File: src/rtl/io_timer_irq.sv
// Memory-mapped interval timer and frame counter for the 6502 bus, driving the CPU IRQ line.
// Everything runs on the pixel clock; read data is registered to match the one-cycle memory latency.
module io_timer_irq #(
    parameter logic [7:0] PRESCALE_RST = 8'd0,
    parameter int unsigned FRAME_W     = 16
) (
    input  logic       clk_pix,
    input  logic       rst_pix,
    input  logic       cs,
    input  logic       we,
    input  logic [2:0] reg_addr,
    input  logic [7:0] wdata,
    output logic [7:0] rdata,
    input  logic       frame,
    output logic       irq
);

    localparam logic [2:0] A_T1L    = 3'd0;
    localparam logic [2:0] A_T1H    = 3'd1;
    localparam logic [2:0] A_CTRL   = 3'd2;
    localparam logic [2:0] A_STATUS = 3'd3;
    localparam logic [2:0] A_FRML   = 3'd4;
    localparam logic [2:0] A_FRMH   = 3'd5;
    localparam logic [2:0] A_PRESC  = 3'd6;

    logic [15:0]        cnt_q, cnt_d;
    logic [7:0]         latch_lo_q, latch_lo_d;
    logic [7:0]         latch_hi_q, latch_hi_d;
    logic               running_q, running_d;
    logic               t1_ie_q, t1_ie_d;
    logic               t1_cont_q, t1_cont_d;
    logic               frm_ie_q, frm_ie_d;
    logic               t1_flag_q, t1_flag_d;
    logic               frm_flag_q, frm_flag_d;
    logic [FRAME_W-1:0] frame_cnt_q, frame_cnt_d;
    logic [7:0]         frm_hi_snap_q, frm_hi_snap_d;
    logic [7:0]         prescale_q, prescale_d;
    logic [7:0]         pcnt_q, pcnt_d;
    logic [7:0]         rdata_q, rdata_d;
    logic               irq_q, irq_d;

    logic               wr_en, rd_en;
    logic               tick;
    logic               t1_set, t1_load, t1_clr, frm_clr;
    logic [15:0]        frame_ext;

    assign wr_en = cs & we;
    assign rd_en = cs & ~we;
    assign tick  = (pcnt_q == 8'd0);

    // Zero-extend so the register view always sees a 16-bit counter.
    always_comb begin
        frame_ext = '0;
        frame_ext[FRAME_W-1:0] = frame_cnt_q;
    end

    always_comb begin
        cnt_d         = cnt_q;
        latch_lo_d    = latch_lo_q;
        latch_hi_d    = latch_hi_q;
        running_d     = running_q;
        t1_ie_d       = t1_ie_q;
        t1_cont_d     = t1_cont_q;
        frm_ie_d      = frm_ie_q;
        prescale_d    = prescale_q;
        pcnt_d        = tick ? prescale_q : pcnt_q - 8'd1;
        t1_set        = 1'b0;
        t1_load       = 1'b0;
        t1_clr        = 1'b0;
        frm_clr       = 1'b0;

        if (tick && running_q) begin
            if (cnt_q == 16'd0) begin
                t1_set = 1'b1;
                if (t1_cont_q) begin
                    cnt_d = {latch_hi_q, latch_lo_q};
                end else begin
                    running_d = 1'b0;
                end
            end else begin
                cnt_d = cnt_q - 16'd1;
            end
        end

        // Bus writes come after the timer update so a T1H load overrides a coincident tick.
        if (wr_en) begin
            case (reg_addr)
                A_T1L: latch_lo_d = wdata;
                A_T1H: begin
                    latch_hi_d = wdata;
                    cnt_d      = {wdata, latch_lo_q};
                    running_d  = 1'b1;
                    pcnt_d     = prescale_q;
                    t1_load    = 1'b1;
                end
                A_CTRL: begin
                    t1_ie_d   = wdata[0];
                    t1_cont_d = wdata[1];
                    frm_ie_d  = wdata[2];
                end
                A_STATUS: begin
                    t1_clr  = wdata[0];
                    frm_clr = wdata[1];
                end
                A_PRESC: prescale_d = wdata;
                default: ;
            endcase
        end
    end

    always_comb begin
        if (t1_load) begin
            t1_flag_d = 1'b0;
        end else if (t1_set) begin
            t1_flag_d = 1'b1;
        end else if (t1_clr) begin
            t1_flag_d = 1'b0;
        end else begin
            t1_flag_d = t1_flag_q;
        end

        if (frame) begin
            frm_flag_d = 1'b1;
        end else if (frm_clr) begin
            frm_flag_d = 1'b0;
        end else begin
            frm_flag_d = frm_flag_q;
        end

        frame_cnt_d = frame ? frame_cnt_q + 1'b1 : frame_cnt_q;

        // Built from next-state flags and enables so irq tracks the flags without extra lag.
        irq_d = (t1_flag_d & t1_ie_d) | (frm_flag_d & frm_ie_d);
    end

    always_comb begin
        rdata_d       = rdata_q;
        frm_hi_snap_d = frm_hi_snap_q;
        if (rd_en) begin
            case (reg_addr)
                A_T1L:    rdata_d = cnt_q[7:0];
                A_T1H:    rdata_d = cnt_q[15:8];
                A_CTRL:   rdata_d = {5'b0, frm_ie_q, t1_cont_q, t1_ie_q};
                A_STATUS: rdata_d = {irq_q, 5'b0, frm_flag_q, t1_flag_q};
                A_FRML: begin
                    rdata_d       = frame_ext[7:0];
                    frm_hi_snap_d = frame_ext[15:8];
                end
                A_FRMH:   rdata_d = frm_hi_snap_q;
                A_PRESC:  rdata_d = prescale_q;
                default:  rdata_d = 8'd0;
            endcase
        end
    end

    always_ff @(posedge clk_pix or posedge rst_pix) begin
        if (rst_pix) begin
            cnt_q         <= '0;
            latch_lo_q    <= '0;
            latch_hi_q    <= '0;
            running_q     <= 1'b0;
            t1_ie_q       <= 1'b0;
            t1_cont_q     <= 1'b0;
            frm_ie_q      <= 1'b0;
            t1_flag_q     <= 1'b0;
            frm_flag_q    <= 1'b0;
            frame_cnt_q   <= '0;
            frm_hi_snap_q <= '0;
            prescale_q    <= PRESCALE_RST;
            pcnt_q        <= PRESCALE_RST;
            rdata_q       <= '0;
            irq_q         <= 1'b0;
        end else begin
            cnt_q         <= cnt_d;
            latch_lo_q    <= latch_lo_d;
            latch_hi_q    <= latch_hi_d;
            running_q     <= running_d;
            t1_ie_q       <= t1_ie_d;
            t1_cont_q     <= t1_cont_d;
            frm_ie_q      <= frm_ie_d;
            t1_flag_q     <= t1_flag_d;
            frm_flag_q    <= frm_flag_d;
            frame_cnt_q   <= frame_cnt_d;
            frm_hi_snap_q <= frm_hi_snap_d;
            prescale_q    <= prescale_d;
            pcnt_q        <= pcnt_d;
            rdata_q       <= rdata_d;
            irq_q         <= irq_d;
        end
    end

    assign rdata = rdata_q;
    assign irq   = irq_q;

endmodule

File: config.mk
export PLATFORM = sky130hd
export DESIGN_NAME = io_timer_irq
export DESIGN_NICKNAME = d
export VERILOG_FILES = /design/src/rtl/io_timer_irq.sv
export SDC_FILE = /design/constraint.sdc
export NUM_CORES = 1
export LEC_CHECK = 0
export CELL_PAD_IN_SITES_DETAIL_PLACEMENT = 1
export CELL_PAD_IN_SITES_GLOBAL_PLACEMENT = 2
export CORE_MARGIN = 4
export CORE_UTILIZATION = 36
export DETAILED_ROUTE_END_ITERATION = 10
export GPL_TIMING_DRIVEN = 0
export PLACE_DENSITY = 0.74
export SLEW_MARGIN = 20
export SYNTH_ARGS = -nofsm -noshare
export SYNTH_HDL_FRONTEND = slang
export SYNTH_SLANG_ARGS = --single-unit
File: constraint.sdc
create_clock -name clk_pix -period 2.99 [get_ports clk_pix]
set_clock_uncertainty 0.2 [all_clocks]
set_input_delay 0.598 -clock clk_pix [delete_from_list [all_inputs] [get_ports clk_pix]]
set_output_delay 0.598 -clock clk_pix [all_outputs]
set_load 0.005 [all_outputs]
==> run_results.csv <==
group,metric,value,unit
sta,period_share,0.908,
placement,dp_cells,622,
final_layout,drive_above_1_share,0.155,
worst_setup_path,critical_path.most_common_cell,"clkbuf_1",
clock_tree,cts_sinks,87,
placement,dp_hpwl,10.0,mm
status,status,"finished clean",
yosys,avgSynthCellArea,10.4,sq um
detailed_routing,antenna_left,0,
power,ir_drop,0.348,mV
yosys,syn-num-nets,450,
clock_tree,cts_made_buffers,9,
detailed_routing,vias_per_cell,5.53,
final_layout,area_growth_syn_to_layout,18.6,%
detailed_routing,wirelength,13.2,mm
sta,fin_crit,2.71,ns
clock_tree,clkTransAtPathRegs,0.07,ns
sta,setup_viol,0,
worst_setup_path,crit_chain,"clkdlybuf4s50_1 -> nand2_1 -> or4_1 -> clkbuf_1 -> clkbuf_1 -> o211ai_1 -> nand3_1",
run,maxCapViolCount,0,
final_layout,nets,486,
worst_setup_path,start_kind,"primary input",
final_layout,utilization,0.439,
detailed_routing,dr_total_vias,3528,
worst_setup_path,cp.required,3.01,ns
worst_setup_path,end_kind,"register",
final_layout,fill_cells,1333,
clock_tree,cts_max_level,3,
worst_hold_path,min_path_type,"reg2reg",
worst_setup_path,worstPathArrival,2.73,ns
power,p_leak,2.17,nW
yosys,synthTopCellsByCount,"87 x dfrtp_1, 57 x nand2_1, 35 x mux2_2",
floorplanning,initial_core_util,0.370,
clock_tree,hold_buffers,0,
floorplanning,die_w,119,um
sta,report.final.hold_viol_count,0,
placement,portBuffers,22,
clock_tree,cts_resized,0,
grt,grt_pass1_vias,3697,
clock_tree,clk_latency,0.34,ns
yosys,synth.yosys.seq_area_share,0.488,
worst_hold_path,holdCritStartpoint,"frame_cnt_q[15]",
yosys,synth_area,4460,sq um
worst_hold_path,hold-path-endpoint,"frame_cnt_q[15]",
placement,gp_congestion,0.824,
worst_setup_path,slowest_delay,0.51,ns
yosys,synth_top_cell_by_area,"dfrtp_1",
floorplanning,die_h,119,um
sta,fmax,368,MHz
yosys,ys_ff_latch,87,
worst_hold_path,hold_path_depth,1,
yosys,synth_cell_types,63,
worst_setup_path,reg2reg_slack,0.30,ns
yosys,synth_ff_type,"dfrtp_1",
worst_setup_path,timing.rr.end,"cnt_q[2]",
final_layout,num_antenna_cells,0,
detailed_routing,drc,0,
floorplanning,die_area,14200,sq um
grt,grt_max_degree,29,
clock_tree,postCtsSetupBuffers,0,
final_layout,fin_cells,638,
clock_tree,cts_buffer_depth,2,
clock_tree,cts_tree,"built",
yosys,synth_edf_count,0,
floorplanning,ios,25,
power,power_density,733,nW/um^2
worst_setup_path,critPathKind,"in2reg",
detailed_routing,first_iter_violations,204,
grt,grt_usage,0.196,
sta,rsz0062_at_grt,"false",
sta,max_slew_margin,0.448,
sta,worst_pin_slew,0.825,ns
grt,overflow,0,
floorplanning,core_area,12100,sq um
grt,grt_pass1_wl,21.6,mm
worst_setup_path,critPathSlowestCell,"clkdlybuf4s50_1",
worst_setup_path,cp_max_fo,10,
yosys,ys_warn_count,0,
yosys,async_flop_share,1.00,
floorplanning,rows,40,
yosys,synth.most_common_cell,"dfrtp_1",
grt,antenna_found_initial,0,
worst_setup_path,worst_r2r_path_depth,7,
sta,finalMaxSlewViolations,0,
yosys,synth_top_area_frac,0.488,
detailed_routing,first_pass_iters,4,
yosys,synthCells,429,
worst_setup_path,reg2reg_from,"cnt_q[11]",
detailed_routing,wl_per_cell,20.8,um
yosys,yosys-top-cells-area,"dfrtp_1 49%, mux2_2 8.8%, nand2_1 4.8%",
clock_tree,root_buffer,"clkbuf_16",
worst max-delay path: cells and delay by family:
| kind | cells | cell delay [ns] |
|---|---|---|
| AOI/OAI and AO/OA | 1 | 0.18 |
| buffers and inverters | 3 | 1.20 |
| and+or+nand+nor | 3 | 0.74 |
per-layer routing:
metal,share of wire,up-vias,GRT usage
li1,-,1652,-
met1,0.49,1828,0.289
met2,0.47,37,0.304
met3,0.021,11,0.0233
met4,0.011,0,0.0537
met5,0,-,0
where the power goes:
part	internal (mW)	switching (mW)	total, mW
combinational	0.452	0.476	0.928
clock	0.685	0.493	1.18
sequential	1.45	0.327	1.78
how the worst max path moves through the flow:
stage	start	to	slack, ns	depth (start not counted)
floorplan	reg_addr[0]	irq	0.63	6
finish	we	cnt_q[7]	0.28	7
global route	we	cnt_q[6]	0.12	6
CTS	pcnt_q[2]	cnt_q[6]	0.11	4
global placement	reg_addr[1]	latch_lo_q[4]	-0.26	4
detailed placement	reg_addr[1]	rdata[1]	-0.23	8
logic make-up (layout without fill, tap and decap cells):
logic type,Yosys count,in the layout,share of synthesized area
simple gates,155,155,0.181
compound gates,88,88,0.134
flops,87,87,0.488
mux,44,44,0.117
buf+inv,29,70,0.0258
xor+xnor,21,21,0.0412
fa+ha+maj,5,5,0.0140
metrics by stage:
stage | worst slack (ns) | hold slack (ns) | total power [mW] | TNS [ns] | cell area, sq um
after CTS | 0.108 | 0.278 | 3.92 | 0 | 5290
after floorplan | 0.634 | 0.237 | 2.34 | 0 | 4470
final | 0.275 | 0.272 | 3.88 | 0 | 5300
after global placement | -0.255 | 0.260 | 2.66 | -2.83 | 4900
after detailed placement | -0.226 | 0.268 | 2.71 | -1.80 | 4970
after global routing | 0.120 | 0.303 | 4.13 | 0 | 5300
cell type report:
cell class / count / area (sq um) / area share
clock buffer: 10 / 239 / 0.0451
tap: 168 / 210 / 0.0397
clock inverter: 6 / 76.3 / 0.0144
multi-input combinational: 313 / 2180 / 0.413
inverter: 9 / 37.5 / 0.00709
sequential: 87 / 2180 / 0.411
timing repair buffer: 25 / 288 / 0.0543
buffer: 20 / 82.6 / 0.0156
cell usage in the layout, fill, tap and decap left out, types with 9 or more instances in the layout:
cell type,synthesis,layout
dfrtp_1,87,87
nand2_1,57,57
mux2_2,35,35
nor2_1,29,29
clkdlybuf4s50_1,0,22
o21ai_0,16,15
a21oi_1,15,15
clkbuf_1,14,14
xnor2_1,13,13
nor3_1,10,10
clkbuf_16,0,9
flip-flops by register name (all words and copies together), names as in the netlist:
signal,count
t1_flag_q,1
latch_lo_q,8
frame_cnt_q,16
frm_hi_snap_q,8
frm_flag_q,1
pcnt_q,8
latch_hi_q,8
irq,1
cnt_q,16
t1_ie_q,1
frm_ie_q,1
rdata,8
prescale_q,8
t1_cont_q,1
running_q,1
Note: power is estimated with default switching activity, not from simulation.
